### src/rtl/fft_result_unloader_if.sv
// rtl/fft_result_unloader_if.sv - result stream interface for the FFT result unloader
//
// Carries one result word per beat from the unloader to the downstream consumer.
//   tdata  : result word (two complex samples packed as left/right)
//   tvalid : beat valid, driven by the master
//   tready : downstream ready, driven by the slave
//   tlast  : marks the final beat of the frame
interface fft_result_unloader_if #(
    parameter int wordlen = 32
) ();
    logic [wordlen-1:0] tdata;
    logic               tvalid;
    logic               tready;
    logic               tlast;

    modport master (
        output tdata,
        output tvalid,
        output tlast,
        input  tready
    );

    modport slave (
        input  tdata,
        input  tvalid,
        input  tlast,
        output tready
    );
endinterface

### src/rtl/fft_result_unloader.sv
// rtl/fft_result_unloader.sv - drains the FFT result BRAM onto a result stream
//
// Optional build macro: FFT_UNLOADER_BITREV_EN (bit-reversed read order).
//
// Ports:
//   clk_i        : system clock
//   rstn_i       : synchronous active-low reset
//   start_i      : one-cycle request to begin unloading (ignored while busy)
//   busy_o       : high from accepted start until the final handshake
//   done_o       : one-cycle pulse on the cycle after the final handshake
//   bram_en_o    : BRAM port A read strobe
//   bram_we_o    : BRAM port A write enable, always 0
//   bram_addr_o  : BRAM port A word address, holds when no read is issued
//   bram_din_o   : BRAM port A write data, always 0
//   bram_dout_i  : BRAM port A read data, valid one cycle after bram_en_o
//   m_axis       : result stream master (tdata/tvalid/tready/tlast)
module fft_result_unloader #(
    parameter int points  = 1024,
    parameter int stages  = 10,
    parameter int wordlen = 32
) (
    input  logic                  clk_i,
    input  logic                  rstn_i,
    input  logic                  start_i,
    output logic                  busy_o,
    output logic                  done_o,
    output logic                  bram_en_o,
    output logic                  bram_we_o,
    output logic [stages-2:0]     bram_addr_o,
    output logic [wordlen-1:0]    bram_din_o,
    input  logic [wordlen-1:0]    bram_dout_i,
    fft_result_unloader_if.master m_axis
);

    localparam int addrbits = stages - 1;
    localparam int nwords   = points / 2;

    typedef logic [addrbits:0]   rd_cnt_t;
    typedef logic [addrbits-1:0] addr_t;

    localparam rd_cnt_t rd_last   = rd_cnt_t'(nwords - 1);
    localparam addr_t   beat_last = addr_t'(nwords - 1);

    localparam logic [1:0] st_idle  = 2'd0;
    localparam logic [1:0] st_read  = 2'd1;
    localparam logic [1:0] st_drain = 2'd2;
    localparam logic [1:0] st_done  = 2'd3;

    logic [1:0]         state;
    rd_cnt_t            rd_cnt;
    addr_t              beat_cnt;
    addr_t              addr_q;
    addr_t              rd_addr;
    logic               in_flight;
    logic [wordlen-1:0] buf_head;
    logic [wordlen-1:0] buf_tail;
    logic [1:0]         buf_cnt;
    logic               tvalid;
    logic               pop;
    logic               issue;
    logic [2:0]         occ_next;

`ifdef FFT_UNLOADER_BITREV_EN
    function automatic addr_t bit_reverse(input addr_t a);
        addr_t r;
        r = '0;
        for (int i = 0; i < addrbits; i++) begin
            r[i] = a[addrbits-1-i];
        end
        return r;
    endfunction

    // The in-place FFT leaves results in bit-reversed positions; reading in
    // bit-reversed order restores natural frequency order on the stream.
    assign rd_addr = bit_reverse(rd_cnt[addrbits-1:0]);
`else
    assign rd_addr = rd_cnt[addrbits-1:0];
`endif

    assign tvalid = (buf_cnt != 2'd0);
    assign pop    = tvalid & m_axis.tready;

    // Words that will be held after this cycle: buffered + the word arriving
    // from last cycle's read - the word leaving now. A new read lands one
    // cycle later, possibly with no pop, so it is only safe below 2.
    assign occ_next = {1'b0, buf_cnt} + {2'b00, in_flight} - {2'b00, pop};
    assign issue    = (state == st_read) && (occ_next < 3'd2);

    always_ff @(posedge clk_i) begin
        if (!rstn_i) begin
            state     <= st_idle;
            rd_cnt    <= '0;
            beat_cnt  <= '0;
            addr_q    <= '0;
            in_flight <= 1'b0;
        end else begin
            in_flight <= issue;
            if (issue) begin
                rd_cnt <= rd_cnt + rd_cnt_t'(1);
                addr_q <= rd_addr;
            end
            if (pop) begin
                beat_cnt <= beat_cnt + addr_t'(1);
            end
            case (state)
                st_idle: begin
                    if (start_i) begin
                        state    <= st_read;
                        rd_cnt   <= '0;
                        beat_cnt <= '0;
                    end
                end
                st_read: begin
                    // Leave on the cycle that issues the last read.
                    if (issue && (rd_cnt == rd_last)) begin
                        state <= st_drain;
                    end
                end
                st_drain: begin
                    if (pop && (beat_cnt == beat_last)) begin
                        state <= st_done;
                    end
                end
                st_done: begin
                    state <= st_idle;
                end
                default: begin
                    state <= st_idle;
                end
            endcase
        end
    end

    // Two-entry prefetch FIFO. The head only changes on a pop, which keeps
    // tdata stable while the consumer stalls.
    always_ff @(posedge clk_i) begin
        if (!rstn_i) begin
            buf_head <= '0;
            buf_tail <= '0;
            buf_cnt  <= 2'd0;
        end else begin
            case ({in_flight, pop})
                2'b10: begin
                    if (buf_cnt == 2'd0) begin
                        buf_head <= bram_dout_i;
                    end else begin
                        buf_tail <= bram_dout_i;
                    end
                    buf_cnt <= buf_cnt + 2'd1;
                end
                2'b01: begin
                    buf_head <= buf_tail;
                    buf_cnt  <= buf_cnt - 2'd1;
                end
                2'b11: begin
                    if (buf_cnt == 2'd2) begin
                        buf_head <= buf_tail;
                        buf_tail <= bram_dout_i;
                    end else begin
                        buf_head <= bram_dout_i;
                    end
                end
                default: begin
                end
            endcase
        end
    end

    assign busy_o      = (state == st_read) || (state == st_drain);
    assign done_o      = (state == st_done);
    assign bram_en_o   = issue;
    assign bram_we_o   = 1'b0;
    assign bram_din_o  = '0;
    assign bram_addr_o = issue ? rd_addr : addr_q;

    assign m_axis.tvalid = tvalid;
    assign m_axis.tdata  = buf_head;
    assign m_axis.tlast  = tvalid && (beat_cnt == beat_last);

endmodule
### src/flat_wrapper.sv
// flat-port wrapper written by rule: the top's interface ports become plain ports
module fft_result_unloader_flat 
#(
    parameter int points  = 1024,
    parameter int stages  = 10,
    parameter int wordlen = 32
)
  (clk_i, rstn_i, start_i, busy_o, done_o, bram_en_o, bram_we_o, bram_addr_o, bram_din_o, bram_dout_i, m_axis_tdata, m_axis_tvalid, m_axis_tlast, m_axis_tready);
  fft_result_unloader_if #(.wordlen(wordlen)) m_axis_i ();
  input  logic clk_i;
  input  logic rstn_i;
  input  logic start_i;
  output logic busy_o;
  output logic done_o;
  output logic bram_en_o;
  output logic bram_we_o;
  output logic [stages-2:0] bram_addr_o;
  output logic [wordlen-1:0] bram_din_o;
  input  logic [wordlen-1:0] bram_dout_i;
  output wire logic [$bits(m_axis_i.tdata)-1:0] m_axis_tdata;
  output wire logic [$bits(m_axis_i.tvalid)-1:0] m_axis_tvalid;
  output wire logic [$bits(m_axis_i.tlast)-1:0] m_axis_tlast;
  input wire logic [$bits(m_axis_i.tready)-1:0] m_axis_tready;
  assign m_axis_tdata = m_axis_i.tdata;
  assign m_axis_tvalid = m_axis_i.tvalid;
  assign m_axis_tlast = m_axis_i.tlast;
  assign m_axis_i.tready = m_axis_tready;
  fft_result_unloader #(.points(points), .stages(stages), .wordlen(wordlen)) u_core (.clk_i(clk_i), .rstn_i(rstn_i), .start_i(start_i), .busy_o(busy_o), .done_o(done_o), .bram_en_o(bram_en_o), .bram_we_o(bram_we_o), .bram_addr_o(bram_addr_o), .bram_din_o(bram_din_o), .bram_dout_i(bram_dout_i), .m_axis(m_axis_i));
endmodule
### config.mk
export PLATFORM = sky130hd
export DESIGN_NAME = fft_result_unloader_flat
export DESIGN_NICKNAME = d
export VERILOG_FILES = /design/src/rtl/fft_result_unloader_if.sv /design/src/rtl/fft_result_unloader.sv /design/src/flat_wrapper.sv
export SDC_FILE = /design/constraint.sdc
export NUM_CORES = 1
export LEC_CHECK = 0
export ABC_AREA = 1
export BUFFER_PORTS_ARGS = -buffer_cell sky130_fd_sc_hd__buf_4
export CAP_MARGIN = 20
export CORE_MARGIN = 1
export CORE_UTILIZATION = 53
export DETAILED_ROUTE_END_ITERATION = 12
export MAX_ROUTING_LAYER = met4
export PLACE_DENSITY_LB_ADDON = 0.15
export SLEW_MARGIN = 20
export SYNTH_ARGS = -nofsm -noshare
export SYNTH_HDL_FRONTEND = slang
export SYNTH_SLANG_ARGS = --single-unit
### constraint.sdc
create_clock -name clk_i -period 2.7 [get_ports clk_i]
set_input_delay 0 -clock clk_i [delete_from_list [all_inputs] [get_ports clk_i]]
set_output_delay 0 -clock clk_i [all_outputs]
set_load 0.02 [all_outputs]
==> metrics.txt <==
outcome=finished with violations; failing checks=negative setup slack; largest net degree at the start of global routing=70; Die Area=9043 um2; Worst-Margin Slew=approximately 750 ps; Post-synth top cells=97 x dfxtp_1, 82 x o21ai_0, 81 x a21oi_1; share of layout cells above drive strength 1=0.2407; Slew Limit Fails=0; clk_lat worst skew=350 ps; Via Count=a little over 4000; unrepaired setup endpoints after global routing=true; most numerous cell in the Yosys netlist=dfxtp_1; Startpoint Class=flop; Horiz. Die Dim=95.10 um; num ports=115; Non-Filler Instances=828; Crit Path Class=flop to primary output; WP data required=approximately 2700 ps; Placed Instance Area=5089 um2; CP Max Fanout=7; global route total overflow=0; clk buf depth=2; CTS root buffer=clkbuf_8; IO buf count=81; # clock sinks=97; Place WS=60.15 ps; total CTS buffers=9; Core ar.=8299 um2; average wire per standard cell=12.42 um; share of the synthesized area in the top cell type=0.4228; DRT antenna net count=0; DR iter-0 viols=144; LEAKAGE=0.002698 uW; worst hold path type=primary input to flop; Mapped Cells=602; DRC=0; # placed instances=about 760; row cnt=33; area leader, netlist=dfxtp_1; Ys Warns=0; final-report setup violation count=9; first-pass GRT wire length=15.97 mm; Mean Syn Cell Area=7.630 um2; Max rail drop VDD=~0.57 mV; GPL Wtd Cong=0.8069; #FFs+latches synth=a little under 100; Final Hold Fails=0; Post-DP HPWL=6.134 mm; Worst-path clk slew=90 ps; layout net count=765; Util after Layout=0.7123; Die Ht=~95 um; Main synth FF type=dfxtp_1; Async S/R FF share, synth=0; Finished Cell Area=5912 um2; Crit. End Element=primary output; synth unique cells=35; vias per inst=4.976; maximum clock frequency=363.3 MHz; Total Routed Length=roughly 10 mm; Critical Path AT=2750 ps; CTS H-tree depth=3; All-Layer GR Usage=0.2268; vias in the first global route=3692; Max-cap violations=0; Final min period=approximately 2800 ps; largest cells by area after synthesis=dfxtp_1 42%, o21ai_0 8.9%, a21oi_1 8.8%; TritonCTS clock tree=built; Tcrit/Tclk final=1.020; PwrDens=1012 nW/um2; DRT Pass-1 Iters=4; Post-Syn Area=between 4000 and 5000 um2; initial antenna violation count=0; total power=5980 uW; clk_skew=just over 9 ps; Layout area overhead=28.71%; number of synthesized flops with an enable pin=0; Seq/Total Area, Yosys=0.4228; Initial Util=0.5534; diode count=0; Final WS setup=-52.81 ps; Max transition margin=0.5006
==> flip-flops by register name, indices dropped and copies added (netlist names) <==
name,count
u_core.state,2
u_core.beat_cnt,9
u_core.addr_q,9
u_core.buf_cnt,2
u_core.rd_cnt,10
u_core.buf_tail,32
u_core.m_axis.tdata,32
u_core.in_flight,1
==> per-stage QoR <==
stage	TNS (ps)	hold WS, ps
2_1_floorplan	0	133.8
3_3_place_gp	0	247.5
3_5_place_dp	0	259.7
4_1_cts	0	73.59
5_1_grt	-1184	119.1
6_report	-221.7	129.5
==> worst max-delay path, cell delays in order, from the launching register on <==
cell and delay, ps:
dfxtp_4 400, inv_8 50, nand2_8 80, nand2_4 60, ha_4 260, nor2_4 90
inv_2 50, fa_1 470, nand2_1 60, inv_2 70, nand2_4 60, nor2_4 180
clkbuf_16 190, or2_1 110, inv_2 40, a21oi_2 110, buf_6 130
==> logic make-up after synthesis <==
group,after synthesis,synth area share
AOI/OAI and AO/OA,197,0.2326
xor gates and xnor gates,5,0.009534
adders and majority gates,11,0.03160
buffers and inverters,138,0.1523
DFF,97,0.4228
other,1,0.0008164
and+or+nand+nor,153,0.1504
==> placed cells by master (no fill, tap or decap), types with 9 or more instances in the layout <==
cell type and count:
a21oi_1 73, a21oi_2 9, buf_4 92, buf_6 9, clkbuf_8 11, conb_1 33, dfxtp_1 95, dlygate4sd3_1 33
ha_1 9, inv_1 61, inv_2 11, nand2_1 70, nand3_1 14, nor2_1 33, o21ai_0 82, o21ai_1 17
==> path summary, 6_finish.rpt <==
check                                                     from                        endpoint  slack (ps)  depth (start not counted)
worst max-delay path            u_core.buf_cnt[1]$_SDFFE_PN0N_                  bram_addr_o[3]         -50                         16
worst min-delay path                             m_axis_tready  u_core.buf_cnt[0]$_SDFFE_PN0N_         130                          4
worst max register to register  u_core.buf_cnt[1]$_SDFFE_PN0N_     u_core.rd_cnt[4]$_SDFF_PN0_         130                         18
worst min register to register     u_core.addr_q[0]$_SDFF_PN0_     u_core.addr_q[0]$_SDFF_PN0_         480                          2
==> layer usage <==
metal,vias up,global-route usage,wire length (um),share of wire
li1,2132,-,-,-
met5,-,-,0,0
met2,95,0.4042,5141,0.50
met4,0,0.07576,218,0.021
met3,21,0.04067,404,0.039
met1,1872,0.2541,4517,0.44
==> power breakdown <==
part / leakage, uW / total [uW] / switching, uW / internal [uW]
logic: 0.00181 / 3060 / 1750 / 1310
registers: 0.000790 / 2020 / 205 / 1810
clock network: 0.0000959 / 900 / 509 / 391
==> area by class of cell <==
class                           count  area [um2]
Fill cell                         655        2387
Multi-Input combinational cell    399        2158
Tap cell                          105       131.4
Clock buffer                       11       151.4
Inverter                           74       290.3
Sequential cell                    97        1947
Clock inverter                      5       38.79
Timing Repair Buffer              137        1195
==> what timing repair did <==
item / in CTS / in global routing
hold buffers: 33 / 0
resized for setup: 9 / 36
pin swaps: 1 / 8
buffers inserted: 4 / 11
setup endpoints to repair: 9 / 16
gates cloned: 1 / 1
hold endpoints to repair: 34 / 0
(Power assumes the default switching activity.)
